[src/rtl/fetch_pkg.sv]
// Shared definitions for the instruction fetch stage.
//   fetch_state_e : fetch sequencer states (idle, running, halted/done)
//   HALT_INSTR    : instruction encoding that stops the program
//   PcWidth, InstrWidth, LutDepth : default parameter values for fetch_unit
package fetch_pkg;

  localparam int unsigned PcWidth    = 10;
  localparam int unsigned InstrWidth = 9;
  localparam int unsigned LutDepth   = 16;

  localparam logic [8:0] HALT_INSTR = 9'h1FF;

  typedef enum logic [1:0] {
    StIdle = 2'd0,
    StRun  = 2'd1,
    StDone = 2'd2
  } fetch_state_e;

endpackage

[src/rtl/jump_lut.sv]
// Jump-target table: Depth x Width register file.
//   clk_i, rst_ni : clock, synchronous active-low reset (clears every entry)
//   wr_en_i, wr_addr_i, wr_data_i : synchronous write port
//   rd_addr_i, rd_data_o          : combinational read port
module jump_lut #(
  parameter int unsigned Depth = 16,
  parameter int unsigned Width = 10,
  parameter int unsigned AddrW = 4
) (
  input  logic             clk_i,
  input  logic             rst_ni,
  input  logic             wr_en_i,
  input  logic [AddrW-1:0] wr_addr_i,
  input  logic [Width-1:0] wr_data_i,
  input  logic [AddrW-1:0] rd_addr_i,
  output logic [Width-1:0] rd_data_o
);

  logic [Width-1:0] mem_q [Depth];

  always_ff @(posedge clk_i) begin
    if (!rst_ni) begin
      for (int i = 0; i < int'(Depth); i++) begin
        mem_q[i] <= '0;
      end
    end else if (wr_en_i) begin
      mem_q[wr_addr_i] <= wr_data_i;
    end
  end

  assign rd_data_o = mem_q[rd_addr_i];

endmodule

[src/rtl/fetch_unit.sv]
// Instruction fetch stage: program counter, instruction memory addressing and
// start/halt sequencing. Next PC is chosen from sequential increment or a jump
// through a writable target table (absolute or PC-relative).
//   clk, rst_n        : clock, synchronous active-low reset
//   start             : begin program at PC 0 (accepted in idle/done only)
//   pc_jmp_en/abs     : decoder jump request and mode (1 = absolute)
//   lut_ptr           : jump-table index used by the jump
//   lut_wr_*          : jump-table write port (ignored while running)
//   imem_addr/data    : instruction memory address and combinational read data
//   instr             : instruction to decoder (zero when not running)
//   pc, running, done : program counter and registered state decodes
//   jump_cnt          : taken-jump cycle counter, present only when
//                       FETCH_JUMP_CNT_EN is defined
module fetch_unit
  import fetch_pkg::*;
#(
  parameter int unsigned PC_W      = PcWidth,
  parameter int unsigned INSTR_W   = InstrWidth,
  parameter int unsigned LUT_DEPTH = LutDepth
) (
  input  logic               clk,
  input  logic               rst_n,
  input  logic               start,
  input  logic               pc_jmp_en,
  input  logic               pc_jmp_abs,
  input  logic [3:0]         lut_ptr,
  input  logic               lut_wr_en,
  input  logic [3:0]         lut_wr_addr,
  input  logic [PC_W-1:0]    lut_wr_data,
  output logic [PC_W-1:0]    imem_addr,
  input  logic [INSTR_W-1:0] imem_data,
  output logic [INSTR_W-1:0] instr,
  output logic [PC_W-1:0]    pc,
  output logic               running,
  output logic               done
`ifdef FETCH_JUMP_CNT_EN
  ,
  output logic [15:0]        jump_cnt
`endif
);

  fetch_state_e      state_q, state_d;
  logic [PC_W-1:0]   pc_q, pc_d;
  logic [PC_W-1:0]   lut_rd_data;
  logic              in_run;
  logic              is_halt;
  logic              start_accept;

  assign in_run       = (state_q == StRun);
  assign is_halt      = (imem_data == INSTR_W'(HALT_INSTR));
  assign start_accept = start && ((state_q == StIdle) || (state_q == StDone));

  // Writes are blocked in RUN so the table is stable while jumps read it.
  jump_lut #(
    .Depth(LUT_DEPTH),
    .Width(PC_W),
    .AddrW(4)
  ) u_jump_lut (
    .clk_i    (clk),
    .rst_ni   (rst_n),
    .wr_en_i  (lut_wr_en && !in_run),
    .wr_addr_i(lut_wr_addr),
    .wr_data_i(lut_wr_data),
    .rd_addr_i(lut_ptr),
    .rd_data_o(lut_rd_data)
  );

  always_comb begin
    state_d = state_q;
    pc_d    = pc_q;
    unique case (state_q)
      StIdle: begin
        pc_d = '0;
        if (start) state_d = StRun;
      end
      StRun: begin
        if (is_halt) begin
          state_d = StDone;
        end else if (pc_jmp_en) begin
          // Relative entries are two's complement; unsigned add wraps correctly.
          pc_d = pc_jmp_abs ? lut_rd_data : pc_q + lut_rd_data;
        end else begin
          pc_d = pc_q + PC_W'(1);
        end
      end
      StDone: begin
        if (start) begin
          state_d = StRun;
          pc_d    = '0;
        end
      end
      default: begin
        state_d = StIdle;
        pc_d    = '0;
      end
    endcase
  end

  always_ff @(posedge clk) begin
    if (!rst_n) begin
      state_q <= StIdle;
      pc_q    <= '0;
    end else begin
      state_q <= state_d;
      pc_q    <= pc_d;
    end
  end

  assign pc        = pc_q;
  assign imem_addr = pc_q;
  assign instr     = in_run ? imem_data : '0;
  assign running   = in_run;
  assign done      = (state_q == StDone);

`ifdef FETCH_JUMP_CNT_EN
  logic [15:0] jump_cnt_q;

  always_ff @(posedge clk) begin
    if (!rst_n) begin
      jump_cnt_q <= '0;
    end else if (start_accept) begin
      jump_cnt_q <= '0;
    end else if (in_run && pc_jmp_en && (jump_cnt_q != 16'hFFFF)) begin
      jump_cnt_q <= jump_cnt_q + 16'd1;
    end
  end

  assign jump_cnt = jump_cnt_q;
`else
  logic unused_start_accept;
  assign unused_start_accept = start_accept;
`endif

endmodule

[config.mk]
export PLATFORM = sky130hd
export DESIGN_NAME = fetch_unit
export DESIGN_NICKNAME = d
export VERILOG_FILES = /design/src/rtl/fetch_pkg.sv /design/src/rtl/jump_lut.sv /design/src/rtl/fetch_unit.sv
export SDC_FILE = /design/constraint.sdc
export NUM_CORES = 1
export LEC_CHECK = 0
export CAP_MARGIN = 5
export CELL_PAD_IN_SITES_DETAIL_PLACEMENT = 2
export CELL_PAD_IN_SITES_GLOBAL_PLACEMENT = 2
export CORE_MARGIN = 2
export CORE_UTILIZATION = 45
export CTS_BUF_LIST = sky130_fd_sc_hd__clkbuf_8
export CTS_CLUSTER_DIAMETER = 150
export DETAILED_ROUTE_END_ITERATION = 16
export PLACE_DENSITY_LB_ADDON = 0.08
export SLEW_MARGIN = 5
export SYNTH_ARGS = -nofsm -noshare
export SYNTH_HDL_FRONTEND = slang
export SYNTH_HIERARCHICAL = 1
export SYNTH_SLANG_ARGS = --single-unit
[constraint.sdc]
create_clock -name clk -period 10.2 [get_ports clk]
set_input_delay 2.04 -clock clk [delete_from_list [all_inputs] [get_ports clk]]
set_output_delay 2.04 -clock clk [all_outputs]
set_load 0.1 [all_outputs]
After elaboration in Yosys (flattened, before gate mapping)
Memory sizes are Yosys's and may differ from the RTL's.
Index checks and enable logic that the tools add are counted.
Cells by class
  add/subtract/negate cells: 2
  equal/unequal tests: 7
  mux-type cells: 16
  reduce and logical (&&, ||, !) cells: 7
Operators by type and width (number)
  $mux 10: 5
  $pmux 10 s2: 1
  $add 10x1->10 const B: 1
  $add 10x10->10: 1
  $reduce_or 10->1: 1
  $eq 9x9->1 const B: 1
  $mux 9: 1
  $mux 1: 5
  $mux 2: 2
  $mux 4: 1
  $ne 2x1->1 const B: 2
  $ne 2x2->1 const B: 2
  $pmux 2 s2: 1
  $reduce_and 2->1: 2
  $eq 2x1->1 const B: 1
  $eq 2x2->1 const B: 1
  $logic_not 2->1: 1
  $reduce_or 2->1: 1
  $logic_and 1x1->1: 1
  $logic_not 1->1: 1
Storage, ports and cells
  bits in registers: 12
  memory bits (writable): 160
  bits of input ports: 33
  output and inout bits: 31
  memories: 1
Memories
  u_jump_lut.mem_q: depth 16, bits a word 10, read ports 1, clocked after Yosys merged registers in 0, wr ports 16, line jump_lut.sv:19  | logic [Width-1:0] mem_q [Depth];

Logic depth before layout (Yosys ltp)
  depth after elaboration: 8
  depth in mapped cells: 14

Hierarchy
The synthesis kept the hierarchy.
By module, submodules not included
  jump_lut: times used 1, cells each 461, area an instance 7313.3 um2, sequential area each 4804.6 um2
  fetch_unit: times used 1, cells each 190, area an instance 1407.6 um2, sequential area each 240.2 um2

Worst setup path after synthesis
No wires, ideal clock.
  kind: input to output
  start point: input port imem_data[0]
  end point: output port instr[0]
  arrival: 2.774 ns
  setup slack: 5.386 ns
  stages on the path: 1
  buffers on the path: 0
  cells stage by stage: and2_1
On the way
  cells in the longest elaborated chain, start to end: 1
RTL lines
  from (decl): line fetch_unit.sv:31  | input logic [INSTR_W-1:0] imem_data,
  $mux 9: line fetch_unit.sv:111  | assign instr = in_run ? imem_data : '0;
  to (decl): line fetch_unit.sv:32  | output logic [INSTR_W-1:0] instr,
No other way between the ends.

Worst setup path in the final report
  start point: input port imem_data[1]
  end point: output port instr[1]
Same word-level chain as after synthesis.

==> results.sh <==
export IMPL_wl_per_cell_um=25.84
export IMPL_hold_buffers=0
export IMPL_p_switching_uw=439.9
export IMPL_final_cell_area_um2=9902
export IMPL_vias_per_cell=5.784
export IMPL_die_area_um2=20510
export IMPL_hp_class="register to register"
export IMPL_synth_edff_count=160
export IMPL_worstSetupEndpointType="primary output"
export IMPL_synthArstFlopShare_pct=0
export IMPL_multi_input_area_um2=3378
export IMPL_swShare_pct=29.18
export IMPL_crit_top_cell="clkdlybuf4s50_1"
export IMPL_fin_cells=980
export IMPL_seqCellArea_um2=5045
export IMPL_place_inst=948
export IMPL_hpwl_um=17430
export IMPL_drt_iter0_markers=303
export IMPL_cp_max_fo=2
export IMPL_area_delta_synth_final_pct=13.54
export IMPL_max_stage_delay_ns=1.13
export IMPL_start_kind="primary input"
export IMPL_clock_skew_ns=0.01864
export IMPL_crit_family="buffers and inverters"
export IMPL_placed_cell_area_um2=9545
export IMPL_synthesis_area_um2=8721
export IMPL_path_clk_slew_ns=0.09
export IMPL_timing_final_crit_share_pct=57.18
export IMPL_num_vias=5668
export IMPL_outcome="complete, no violations"
export IMPL_drive_gt1_share_pct=12.22
export IMPL_mostFrequentLayoutCell="and2_1"
export IMPL_synth_seq_cells=172
export IMPL_slew_viol_final=0
export IMPL_port_buffer_count=63
export IMPL_arrival_ns=3.79
export IMPL_ant_nets=0
export IMPL_numCtsBuffers=17
export IMPL_whs_ns=0.5012
export IMPL_p_comb_share_pct=16.2
export IMPL_clock_path_buffers=2
export IMPL_syn_nets=695
export IMPL_antenna_found_initial=0
export IMPL_grt_total_usage_pct=26.29
export IMPL_critPathKind="primary input to primary output"
export IMPL_avgSynthCellArea_um2=13.40
export IMPL_cts_tree="done"
export IMPL_dp_slack_ns=4.358
export IMPL_clock_fmax_mhz=171.4
export IMPL_grt_max_degree=41
export IMPL_drt_first_pass_iters=4
export IMPL_required_ns=8.16
export IMPL_final_cell_mix="174 x and2_1, 160 x edfxtp_1, 61 x clkdlybuf4s50_1"
export IMPL_worst_ir_drop_vdd_uv=90.94
export IMPL_slew_headroom_pct=34.87
export IMPL_grt_pass1_wl_um=38840
export IMPL_power_density_nw_per_um2=152.3
export IMPL_clock_sinks=172
export IMPL_ctsResizeCount=0
export IMPL_wl_um=25320
export IMPL_power_frac_clock_pct=29.9
export IMPL_chipHeight_um=143.2
export IMPL_grt_pass1_vias=6195
export IMPL_die_width_um=143.2
export IMPL_cts_root_buf="clkbuf_8"
export IMPL_pwr_share_seq_pct=53.8
export IMPL_internal_power_mw=1.068
export IMPL_grt_setup_unrepaired="no"
export IMPL_fillers=1756
export IMPL_n_antenna_cell=0
export IMPL_crit_chain="clkdlybuf4s50_1, and2_1, clkdlybuf4s50_1"
export IMPL_yosysSeqAreaShare_pct=57.85
export IMPL_power_leakage_nw=3.665
export IMPL_yosys_warnings=6
export IMPL_final_hold_viol_count=0
export IMPL_cp_num_buf_inv=2
export IMPL_worst_slew_pin_slew_ns=0.9739
export IMPL_finalSetupViolations=0
export IMPL_h_tree_depth=4
export IMPL_setup_slack_ns=4.367
export IMPL_drc=0
export IMPL_cpMaxStageDelayCell="clkdlybuf4s50_1"
export IMPL_netlist_instances=651
export IMPL_pin_count=64
export IMPL_coreArea_um2=18830
export IMPL_maxCapViolCount=0
export IMPL_nets=752
export IMPL_rows=50
export IMPL_globalRoute_totalOverflow=0
export IMPL_post_cts_setup_buffer_count=0
export IMPL_tns_ns=0
export IMPL_synth_flop_cell="edfxtp_1"
export IMPL_netlist_cell_type_count=58
export IMPL_clk_latency_ns=0.46
export IMPL_min_period_ns=5.833
export IMPL_place_congestion=0.7855
export IMPL_initial_utilization_pct=46.31
## path summary, 6_finish.rpt
path | end | startpoint | cells past startpoint | slack (ns)
setup / recovery | instr[1] | imem_data[1] | 3 | 4.37
hold / removal | state_q[0]$_SDFFE_PN0P_ | state_q[0]$_SDFFE_PN0P_ | 1 | 0.50
setup reg to reg | imem_addr[8]$_SDFFE_PN0P_ | u_jump_lut/mem_q[6][0]$_SDFFCE_PN0P_ | 12 | 7.00
hold reg to reg | state_q[0]$_SDFFE_PN0P_ | state_q[0]$_SDFFE_PN0P_ | 1 | 0.50
## cell type report
| type | instances | share of cell area (%) |
|---|---|---|
| Multi-Input combinational cell | 425 | 34.12 |
| Sequential cell | 172 | 50.95 |
| Timing Repair Buffer | 83 | 7.758 |
| Clock buffer | 17 | 2.363 |
| Inverter | 9 | 0.3412 |
| Tap cell | 260 | 3.285 |
| Clock inverter | 14 | 1.188 |
## synthesized netlist by cell type, types with 10 or more instances
library cell    n  area [um^2]
mux4_2         28        630.6
mux4_1         12        315.3
a22oi_1        22        165.2
nor2_1         27        101.4
ha_1           10        125.1
a21oi_1        11        55.05
and2_1        174         1089
clkbuf_1       19        71.32
edfxtp_1      160         4805
o21ai_0        29        145.1
dfxtp_1        12        240.2
buf_4          12        90.09
nand2_1        28        105.1
## registers in the layout, summed over array words and instances (netlist names)
| register | count |
|---|---|
| u_jump_lut/mem_q | 160 |
| imem_addr | 10 |
| state_q | 2 |
## power by group through the flow
stage | clock (mW) | combinational (mW) | sequential (mW)
floorplan | 0 | 0.148 | 0.844
global placement | 0 | 0.236 | 0.824
detailed placement | 0 | 0.244 | 0.828
CTS | 0.462 | 0.246 | 0.812
global route | 0.481 | 0.260 | 0.815
finish | 0.451 | 0.245 | 0.811
## logic make-up after synthesis
kind of cell,Yosys count,share of synthesized area [%]
AOI/OAI and AO/OA,88,6.801
xor gates and xnor gates,3,0.3013
adders and majority gates,11,1.664
buffers and inverters,54,3.415
DFF,172,57.85
muxes,44,11.32
and+or+nand+nor,279,18.65
## per-stage QoR
stage,util [%],total power [mW]
final,52.58,1.508
after global routing,52.58,1.556
after global placement,50.69,1.060
after detailed placement,50.69,1.072
after CTS,52.56,1.520
after floorplan,-,0.9923
## routing by layer
metal / vias to the layer above / global-route usage, % / routed length [um]
li1: 2520 / - / -
met1: 2993 / 34.85 / 10930
met2: 139 / 44.88 / 12760
met3: 16 / 4.963 / 1253
met4: 0 / 6.656 / 378
met5: - / 0 / 0
Power figures use the tool's default switching activity.
